==> src/rtl/param_serializer_if.sv <==
// param_serializer_if
// Handshake and serial-output bundle for param_serializer.
//   master : word producer. Drives load, data_in and send, and observes the status outputs.
//   slave  : the serializer. Samples load, data_in and send, and drives data_out, busy, done,
//            hold_valid and overrun.
interface param_serializer_if #(
   parameter int DATA_W = 12
);
   logic              load;
   logic [DATA_W-1:0] data_in;
   logic              send;
   logic              data_out;
   logic              busy;
   logic              done;
   logic              hold_valid;
   logic              overrun;

   modport master (
      output load, data_in, send,
      input  data_out, busy, done, hold_valid, overrun
   );

   modport slave (
      input  load, data_in, send,
      output data_out, busy, done, hold_valid, overrun
   );
endinterface

==> src/rtl/param_serializer.sv <==
// param_serializer
// Parameterised parallel-to-serial converter. It has a one-entry holding register, so the
// producer can stage the next word while the current frame shifts out. A frame is DATA_W data
// bits, optionally followed by one parity bit. Frames run back-to-back while send stays high and
// a word is held.
// Ports:
//   CLK  : clock. All state updates happen on the rising edge.
//   rst  : asynchronous reset, active high. It aborts any frame in flight.
//   bus  : param_serializer_if.slave.
//          load/data_in/send come in from the producer.
//          data_out/busy/done/hold_valid/overrun go out. All of them are registered.
module param_serializer #(
   parameter int DATA_W     = 12,
   parameter bit MSB_FIRST  = 1'b1,
   parameter bit PARITY_EN  = 1'b0,
   parameter bit PARITY_ODD = 1'b0,
   parameter bit IDLE_LEVEL = 1'b0
) (
   input logic               CLK,
   input logic               rst,
   param_serializer_if.slave bus
);

   localparam int             CNT_W    = $clog2(DATA_W + 1);
   localparam logic [CNT_W-1:0] LAST_IDX = CNT_W'(DATA_W - 1);

   typedef enum logic [1:0] {
      ST_IDLE  = 2'd0,
      ST_SHIFT = 2'd1,
      ST_PAR   = 2'd2
   } state_t;

   // Parity bit for a word: the XOR of all its bits, inverted when odd parity is selected.
   function automatic logic frame_parity(input logic [DATA_W-1:0] word);
      return (^word) ^ PARITY_ODD;
   endfunction

   // Bit that goes out next. It sits at the leading end of the shift register.
   function automatic logic lead_bit(input logic [DATA_W-1:0] word);
      return MSB_FIRST ? word[DATA_W-1] : word[0];
   endfunction

   // Drop the leading bit so that the following bit becomes the new leading bit.
   function automatic logic [DATA_W-1:0] advance(input logic [DATA_W-1:0] word);
      return MSB_FIRST ? {word[DATA_W-2:0], 1'b0} : {1'b0, word[DATA_W-1:1]};
   endfunction

   state_t            state_q,      state_d;
   logic [DATA_W-1:0] shift_q,      shift_d;
   logic [CNT_W-1:0]  cnt_q,        cnt_d;
   logic              par_q,        par_d;
   logic [DATA_W-1:0] hold_q,       hold_d;
   logic              hold_valid_q, hold_valid_d;
   logic              data_out_q,   data_out_d;
   logic              busy_q,       busy_d;
   logic              done_q,       done_d;
   logic              overrun_q,    overrun_d;

   logic             last_data;
   logic             final_period;
   logic             start_frame;
   logic [CNT_W-1:0] cnt_inc;

   // Frame-boundary decode. A new frame may start from idle or from the last bit period of the
   // current frame; the second case gives back-to-back frames with no gap.
   always_comb begin
      last_data    = (cnt_q == LAST_IDX);
      cnt_inc      = cnt_q + CNT_W'(1);
      final_period = (state_q == ST_PAR) ||
                     ((state_q == ST_SHIFT) && last_data && (PARITY_EN == 1'b0));
      start_frame  = ((state_q == ST_IDLE) || final_period) && bus.send && hold_valid_q;
   end

   // Next-state and output logic for the shift sequencer, plus the holding register.
   always_comb begin
      state_d      = state_q;
      shift_d      = shift_q;
      cnt_d        = cnt_q;
      par_d        = par_q;
      hold_d       = hold_q;
      hold_valid_d = hold_valid_q;
      data_out_d   = data_out_q;
      busy_d       = busy_q;
      done_d       = 1'b0;
      overrun_d    = 1'b0;

      if (start_frame) begin
         // Parity is computed from the whole word here, so the shift path never needs it.
         state_d    = ST_SHIFT;
         shift_d    = advance(hold_q);
         data_out_d = lead_bit(hold_q);
         cnt_d      = {CNT_W{1'b0}};
         par_d      = frame_parity(hold_q);
         busy_d     = 1'b1;
      end else begin
         case (state_q)
            ST_IDLE: begin
               data_out_d = IDLE_LEVEL;
               busy_d     = 1'b0;
            end
            ST_SHIFT: begin
               if (!last_data) begin
                  data_out_d = lead_bit(shift_q);
                  shift_d    = advance(shift_q);
                  cnt_d      = cnt_inc;
                  done_d     = (cnt_inc == LAST_IDX) && (PARITY_EN == 1'b0);
               end else if (PARITY_EN) begin
                  state_d    = ST_PAR;
                  data_out_d = par_q;
                  done_d     = 1'b1;
               end else begin
                  state_d    = ST_IDLE;
                  data_out_d = IDLE_LEVEL;
                  busy_d     = 1'b0;
               end
            end
            ST_PAR: begin
               state_d    = ST_IDLE;
               data_out_d = IDLE_LEVEL;
               busy_d     = 1'b0;
            end
            default: begin
               state_d    = ST_IDLE;
               data_out_d = IDLE_LEVEL;
               busy_d     = 1'b0;
            end
         endcase
      end

      // A held word that a starting frame consumes on this edge is not lost, so no overrun.
      if (bus.load) begin
         hold_d       = bus.data_in;
         hold_valid_d = 1'b1;
         overrun_d    = hold_valid_q && !start_frame;
      end else begin
         hold_d       = hold_q;
         hold_valid_d = hold_valid_q && !start_frame;
         overrun_d    = 1'b0;
      end
   end

   // State and output registers. The asynchronous reset drops any frame in flight at once.
   always_ff @(posedge CLK or posedge rst) begin
      if (rst) begin
         state_q      <= ST_IDLE;
         shift_q      <= {DATA_W{1'b0}};
         cnt_q        <= {CNT_W{1'b0}};
         par_q        <= 1'b0;
         hold_q       <= {DATA_W{1'b0}};
         hold_valid_q <= 1'b0;
         data_out_q   <= IDLE_LEVEL;
         busy_q       <= 1'b0;
         done_q       <= 1'b0;
         overrun_q    <= 1'b0;
      end else begin
         state_q      <= state_d;
         shift_q      <= shift_d;
         cnt_q        <= cnt_d;
         par_q        <= par_d;
         hold_q       <= hold_d;
         hold_valid_q <= hold_valid_d;
         data_out_q   <= data_out_d;
         busy_q       <= busy_d;
         done_q       <= done_d;
         overrun_q    <= overrun_d;
      end
   end

   assign bus.data_out   = data_out_q;
   assign bus.busy       = busy_q;
   assign bus.done       = done_q;
   assign bus.hold_valid = hold_valid_q;
   assign bus.overrun    = overrun_q;

endmodule

==> src/flat_wrapper.sv <==
// flat-port wrapper written by rule: the top's interface ports become plain ports
module param_serializer_flat 
#(
   parameter int DATA_W     = 12,
   parameter bit MSB_FIRST  = 1'b1,
   parameter bit PARITY_EN  = 1'b0,
   parameter bit PARITY_ODD = 1'b0,
   parameter bit IDLE_LEVEL = 1'b0
)
  (CLK, rst, bus_load, bus_data_in, bus_send, bus_data_out, bus_busy, bus_done, bus_hold_valid, bus_overrun);
  param_serializer_if #(.DATA_W(DATA_W)) bus_i ();
  input logic CLK;
  input logic rst;
  input wire logic [$bits(bus_i.load)-1:0] bus_load;
  input wire logic [$bits(bus_i.data_in)-1:0] bus_data_in;
  input wire logic [$bits(bus_i.send)-1:0] bus_send;
  output wire logic [$bits(bus_i.data_out)-1:0] bus_data_out;
  output wire logic [$bits(bus_i.busy)-1:0] bus_busy;
  output wire logic [$bits(bus_i.done)-1:0] bus_done;
  output wire logic [$bits(bus_i.hold_valid)-1:0] bus_hold_valid;
  output wire logic [$bits(bus_i.overrun)-1:0] bus_overrun;
  assign bus_i.load = bus_load;
  assign bus_i.data_in = bus_data_in;
  assign bus_i.send = bus_send;
  assign bus_data_out = bus_i.data_out;
  assign bus_busy = bus_i.busy;
  assign bus_done = bus_i.done;
  assign bus_hold_valid = bus_i.hold_valid;
  assign bus_overrun = bus_i.overrun;
  param_serializer #(.DATA_W(DATA_W), .MSB_FIRST(MSB_FIRST), .PARITY_EN(PARITY_EN), .PARITY_ODD(PARITY_ODD), .IDLE_LEVEL(IDLE_LEVEL)) u_core (.CLK(CLK), .rst(rst), .bus(bus_i));
endmodule
==> config.mk <==
export PLATFORM = sky130hd
export DESIGN_NAME = param_serializer_flat
export DESIGN_NICKNAME = d
export VERILOG_FILES = /design/src/rtl/param_serializer_if.sv /design/src/rtl/param_serializer.sv /design/src/flat_wrapper.sv
export SDC_FILE = /design/constraint.sdc
export NUM_CORES = 1
export LEC_CHECK = 0
export BUFFER_PORTS_ARGS = -buffer_cell sky130_fd_sc_hd__buf_2
export CAP_MARGIN = 20
export CORE_UTILIZATION = 50
export CTS_CLUSTER_DIAMETER = 200
export CTS_CLUSTER_SIZE = 12
export DETAILED_ROUTE_END_ITERATION = 6
export GPL_ROUTABILITY_DRIVEN = 0
export PLACE_DENSITY = 0.74
export SETUP_SLACK_MARGIN = 0.15
export SYNTH_ARGS = -nofsm -noshare
export SYNTH_HDL_FRONTEND = slang
export SYNTH_SLANG_ARGS = --single-unit
==> constraint.sdc <==
create_clock -name CLK -period 1.7 [get_ports CLK]
set_input_delay 0.085 -clock CLK [delete_from_list [all_inputs] [get_ports CLK]]
set_output_delay 0.085 -clock CLK [all_outputs]
set_load 0.01 [all_outputs]
==> impl_results.md, run 1 <==
* DRC viols at 0
* Relative slew slack at 72.8%
* Startpoint Class: flip-flop
* Logic pwr share at 30.4%
* Number of vias per cell at 5.37
* Worst setup margin at 0.219 ns
* Crit-path cells: ha_2 -> nand3b_1 -> buf_4 -> nand2_4 -> mux2_2
* Routed Antenna Nets at 0
* Clk_lat worst skew at 0.33 ns
* Max-cap violations at 0
* Avg WL per Cell at 14.0 µm
* Clock Power Share at 19.3%
* Final instance area at 1820 µm²
* Slew @ Worst Pin at 0.408 ns
* WL met1 at 1080 µm
* Most common cell in the synthesized netlist: dfrtp_1
* Row count at 19
* I/O Pins at 21
* Post-synth ARST share at 100%
* Fin. Hold Viols at 0
* Post-Place Setup Slack at 0.0857 ns
* Clock Skews at 0.00477 ns
* Final setup viols at 0
* Clk sink count at 33
* Pwr Density at 1230 nW/µm²
* Req. time, crit path at 1.92 ns
* Fillers at 227
* VDD IR max at 0.827 mV
* Chip width at 56.5 µm
* Total GRT Usage at 18.1%
* Post-Place Cells at 156
* Crit-path max FO at 6
* Initial antenna violation count at 0
* Via Count at 955
* Largest area contributor in the netlist: dfrtp_1
* RSZ-0062 raised after global routing: false
* Non-filler cells, final at 178
* Syn. warnings at 0
* Min Clock Period, post-route at 1.48 ns
* Synth cell count leaders: 33 x dfrtp_1, 29 x mux2_2, 6 x inv_1
* Synthesized cell area at 1490 µm²
* Met2 wire len at 1250 µm
* DIE AREA at 3190 µm²
* Post-Synthesis Cells at 107
* Crit path kind: flip-flop to flip-flop
* Hpwl dp at 1580 µm
* Max-slew violations at 0
* Sw Ratio at 29.6%
* Number of flops mapped to enable cells by yosys at 0
* Die H at 56.5 µm
* Share of cells above drive strength 1 at 46.3%
* Ys flop type: dfrtp_1
* Area grow syn2layout at 22.5%
* Largest net degree at the start of global routing at 34
* CP peak stage delay at 0.42 ns
* Met3 routed WL at 105 µm
* Placed cell areas at 1610 µm²
* GRT Residual Overflow at 0
* CTS Buffer Depth at 2
* Critical path's top delay family: flip-flops
* H-tree levels at 2
* Sequential share of the synthesized area at 55.6%
* Cell-internal power at 1.58 mW
* Worst-path cell with the longest stage delay: dfrtp_1
* CTS Buf Count at 5
* Syn avg cell area at 13.9 µm²
* Worst-path clk slew at 0.09 ns
* Largest cells by area after synthesis: dfrtp_1 56%, mux2_2 22%, mux2_4 4.0%
* PortBufs at 20
* Post-Syn Nets at 125
* Top Layer Used: met4
* Critical Path End Type: flip-flop
* Total Routed Length at 2500 µm
* Final core utilization at 65.4%
* Synthesis-stage register bit count at 33
* Share of the synthesized area in the top cell type at 55.6%
* Initial core utilization at 53.4%
* Core Region at 2780 µm²
* First-pass GRT wire length at 4320 µm
* Drt pass-1 iters at 4
* FMAX at 675 MHz
* Antenna Cells at 0
* Vias in the first global route at 972
* Clock Root Buffer: clkbuf_4
* Synth cell types at 23
* Sw power at 0.661 mW
* Leak Pwr at 0.873 nW
* Nets@finish at 165
* Sequential share of power at 50.3%
* HP Class: input pin to flip-flop
* Arr. time, crit path at 1.70 ns
* Setup TNS at 0 ns
* Tcrit/Tclk final at 87.1%
* Number of DRC markers in iteration 0 at 19
* Worst path bufs/invs at 1
* CTS tree: done
* Result of the run: complete, no violations
[sequential cells by signal (all words and copies together), names as in the netlist]
name and count:
u_core.bus.data_out 1, u_core.cnt_q 4, u_core.bus.busy 1, u_core.hold_q 12, u_core.bus.overrun 1, u_core.shift_q 11, u_core.bus.done 1, u_core.state_q 1
u_core.bus.hold_valid 1
[worst min-delay path, cell delays in order]
cell and delay [ns]:
buf_2 0.20, inv_1 0.10, nor3_1 0.06
[power groups by stage]
stage	clock (mW)	sequential [mW]	combinational, mW
2_1_floorplan	0	1.11	0.514
3_3_place_gp	0	1.12	0.614
3_5_place_dp	0	1.13	0.642
4_1_cts	0.452	1.12	0.670
5_1_grt	0.482	1.15	0.750
6_report	0.431	1.12	0.681
[timing repair]
action,CTS,global route
setup buffers,0,1
hold buffers,13,0
cloned,0,1
endpoints found under the setup margin,14,14
resized for setup,1,3
pin swaps,1,1
endpoints found under the hold margin,45,0
[layout make-up]
type / instances / area, µm² / share of cell area (%)
Clock buffer: 7 / 55.1 / 3.03
Tap cell: 31 / 38.8 / 2.13
Timing Repair Buffer: 36 / 253 / 13.9
Inverter: 6 / 22.5 / 1.24
Multi-Input combinational cell: 65 / 623 / 34.3
Sequential cell: 33 / 827 / 45.5
[metal layers]
metal / up-vias / track usage [%]
met3: 8 / 4.84
met5: - / 0
met1: 462 / 21.7
li1: 459 / -
met2: 26 / 29.4
met4: 0 / 9.76
[cells in the final DEF (no fill, tap or decap), types with 4 or more instances in the layout]
| cell type | Yosys | final |
|---|---|---|
| clkbuf_4 | 0 | 5 |
| mux2_2 | 29 | 29 |
| dfrtp_1 | 33 | 32 |
| inv_1 | 6 | 6 |
| nand2_1 | 4 | 4 |
| mux2_4 | 4 | 4 |
| buf_2 | 2 | 20 |
| mux2i_1 | 4 | 4 |
| dlygate4sd3_1 | 0 | 13 |
[kinds of logic after synthesis]
family / synth area share, %
AOI/OAI and AO/OA: 4.30
adders and majority gates: 1.68
buffers and inverters: 3.71
DFF: 55.6
muxes: 28.7
and+or+nand+nor: 5.98
[worst paths after layout]
path	from	cells past startpoint	slack [ns]	endpoint
max	u_core.cnt_q[1]$_DFFE_PP0P_	5	0.22	u_core.shift_q[10]$_DFFE_PP0P_
min	bus_load	3	0.15	u_core.bus.overrun$_DFF_PP0_
max reg2reg	u_core.cnt_q[1]$_DFFE_PP0P_	5	0.22	u_core.shift_q[10]$_DFFE_PP0P_
min reg2reg	u_core.shift_q[8]$_DFFE_PP0P_	1	0.51	u_core.shift_q[9]$_DFFE_PP0P_
max in group asynchronous	rst	4	0.96	u_core.cnt_q[0]$_DFFE_PP0P_
min in group asynchronous	rst	4	0.42	u_core.hold_q[5]$_DFFE_PP0P_
[per-stage QoR]
step / power (mW) / hold slack (ns)
after floorplan: 1.62 / 0.214
after global placement: 1.73 / 0.190
after detailed placement: 1.77 / 0.223
after CTS: 2.24 / 0.151
after global routing: 2.39 / 0.176
final: 2.24 / 0.154
Power figures use the tool's default switching activity.
==> run 2: changes to the inputs <==
ABC_AREA = 1   (was default)
==> run 2 against run 1 <==
Compared with the run above: wire length grew 19%; via count rose by 33%; critical path type unchanged; register-to-register slack gained 0.08 ns; sequential cell count unchanged.
==> impl_results.md, run 2 <==
* Post-cts gate resize count at 0
* FF+latch area at 826 µm²
* Sw power at 0.962 mW
* HP Class: input pin to flip-flop
* Hold Buf Count CTS at 13
* Post-Synthesis Cells at 162
* Max-slew violations at 0
* Synth cell types at 23
* Syn. warnings at 0
* Cell-internal power at 1.73 mW
* Relative slew slack at 72.4%
* Row count at 19
* CTS Buffer Depth at 2
* Setup TNS at 0 ns
* Synth cell count leaders: 59 x nand2_1, 33 x dfrtp_1, 16 x nand3_1
* Critical Path End Type: flip-flop
* Largest family of logic cells by synthesized area: simple AND/OR/NAND/NOR gates
* Share of cells above drive strength 1 at 18.6%
* Die H at 56.2 µm
* RSZ-0062 raised after global routing: false
* Largest registers: u_core.hold_q (12), u_core.shift_q (11), u_core.cnt_q (4)
* Commonest non-fill, non-tap cell in the layout: nand2_1
* Clk_lat worst skew at 0.34 ns
* Fin. Hold Viols at 0
* Most flops, register: u_core.hold_q
* Largest cells by area after synthesis: dfrtp_1 56%, nand2_1 15%, nand3_1 5.4%
* Crit-path cells: ha_1 -> nand3_2 -> nand2_2 -> buf_4 -> or2_0 -> nand2_1
* I/O Pins at 21
* Ys flop type: dfrtp_1
* Tcrit/Tclk final at 82.2%
* Synth Area in XOR/XNOR at 0.596%
* Most frequent cells in the layout: 59 x nand2_1, 33 x dfrtp_1, 20 x buf_2
* CP peak stage delay at 0.44 ns
* Number of vias per cell at 5.53
* Largest net degree at the start of global routing at 34
* Post-Synth Adder-Cell Area at 1.70%
* Slew @ Worst Pin at 0.414 ns
* Via Count at 1271
* Logic pwr share at 34.0%
* Routed Antenna Nets at 0
* H-tree levels at 2
* Result of the run: complete, no violations
* Most common cell in the synthesized netlist: nand2_1
* First-pass GRT wire length at 5250 µm
* Vias in the first global route at 1296
* Worst-path clk slew at 0.10 ns
* Clock Root Buffer: clkbuf_4
* Post-CTS Setup Bufs at 0
* Syn avg cell area at 9.08 µm²
* Crit-path max FO at 13
* Clk sink count at 33
* Startpoint Class: flip-flop
* Number of DRC markers in iteration 0 at 21
* Req. time, crit path at 1.97 ns
* PortBufs at 20
* Clock Power Share at 22.8%
* Sequential share of the synthesized area at 56.2%
* Core Region at 2780 µm²
* Crit path kind: flip-flop to flip-flop
* Pwr Density at 1480 nW/µm²
* Avg WL per Cell at 12.9 µm
* Max reg flops at 12
* Worst-path cell with the longest stage delay: dfrtp_1
* Clock Skews at 0.0162 ns
* Nets@finish at 216
* GRT Residual Overflow at 0
* Antenna Cells at 0
* Total GRT Usage at 22.0%
* FMAX at 715 MHz
* Power consumption at 2.69 mW
* Number of flops mapped to enable cells by yosys at 0
* Simple-Gate Fraction of Synth Area at 29.3%
* Drt pass-1 iters at 4
* Sw Ratio at 35.7%
* CTS Buf Count at 5
* Post-Syn Nets at 180
* Sequential share of power at 43.2%
* Initial core utilization at 52.9%
* Share of the synthesized area in the top cell type at 56.2%
* Final setup viols at 0
* Fillers at 237
* Largest area contributor in the netlist: dfrtp_1
* Max-cap violations at 0
* Post-synth ARST share at 100%
* Min Clock Period, post-route at 1.40 ns
* Compound-Gate Fraction of Synth Area at 6.64%
* CTS tree: done
* Leak Pwr at 0.928 nW
* Area grow syn2layout at 23.3%
* Total Routed Length at 2960 µm
* Chip width at 56.2 µm
* Initial antenna violation count at 0
* Synthesis-stage register bit count at 33
* DIE AREA at 3160 µm²
* Mux share of post-synthesis cell area at 0%
* Arr. time, crit path at 1.67 ns
* Hpwl dp at 1940 µm
* VDD IR max at 1.06 mV
* Synthesized cell area at 1470 µm²
* Hold WS at 0.0900 ns
* DRC viols at 0
* Area of the multi-input gates at 562 µm²
## run 2: changes by cell type after synthesis, moves of 4 or more
cell	before	now
nand3_1	3	16
nand2_1	4	59
mux2_4	4	0
mux2_2	29	0
mux2i_1	4	0
nand4_1	0	12
o211ai_1	2	10
clkbuf_1	0	4
## run 2: through the flow
step	util [%]	std cells	cell area, µm²	worst slack, ns
after floorplan	-	162	1470	0.478
after global placement	57.4	209	1600	0.385
after detailed placement	57.4	209	1600	0.302
after CTS	65.2	230	1810	0.288
after global routing	65.2	230	1810	0.182
final	65.2	230	1810	0.302
## run 2: layer usage
layer  GRT usage, %  wire length [µm]
met1           25.2              1290
met2           37.2              1480
met3           6.98               101
met4           10.5                87
met5              0                 0
## run 2: power by group through the flow
stage / sequential [mW] / clock [mW] / combinational, mW
2_1_floorplan: 1.17 / 0 / 0.674
3_3_place_gp: 1.17 / 0 / 0.859
3_5_place_dp: 1.18 / 0 / 0.900
4_1_cts: 1.16 / 0.626 / 0.925
5_1_grt: 1.20 / 0.663 / 1.03
6_report: 1.16 / 0.612 / 0.915
## run 2: final cells by class
class                      instances  area share, %
clock buffer                       7           3.04
clock inverter                     1           1.66
inverter                           9           1.86
multi-input combinational        111           31.0
sequential                        33           45.5
tap                               31           2.14
timing repair buffer              38           14.8
## run 2: path summary, 6_finish.rpt
check | startpoint | endpoint | slack, ns | cells after the start
max | u_core.cnt_q[1]$_DFFE_PP0P_ | u_core.cnt_q[2]$_DFFE_PP0P_ | 0.30 | 6
min | bus_load | u_core.hold_q[8]$_DFFE_PP0P_ | 0.09 | 3
max reg2reg | u_core.cnt_q[1]$_DFFE_PP0P_ | u_core.cnt_q[2]$_DFFE_PP0P_ | 0.30 | 6
min reg2reg | u_core.hold_q[7]$_DFFE_PP0P_ | u_core.hold_q[7]$_DFFE_PP0P_ | 0.48 | 2
max in group asynchronous | rst | u_core.bus.done$_DFF_PP0_ | 1.03 | 4
min in group asynchronous | rst | u_core.bus.overrun$_DFF_PP0_ | 0.36 | 4
## run 2: critical path, delay by kind of cell (launching register included)
family | cells | cell delay [ns]
fa+ha+maj | 1 | 0.24
flops | 1 | 0.44
simple gates | 4 | 0.48
buf+inv | 1 | 0.19
## run 2: logic make-up after synthesis
| family | after synthesis |
|---|---|
| buffers and inverters | 18 |
| AO/OA/AOI/OAI | 14 |
| XOR/XNOR | 1 |
| flip-flops | 33 |
| AND/OR/NAND/NOR | 94 |
| adder cells (fa/ha/maj) | 2 |
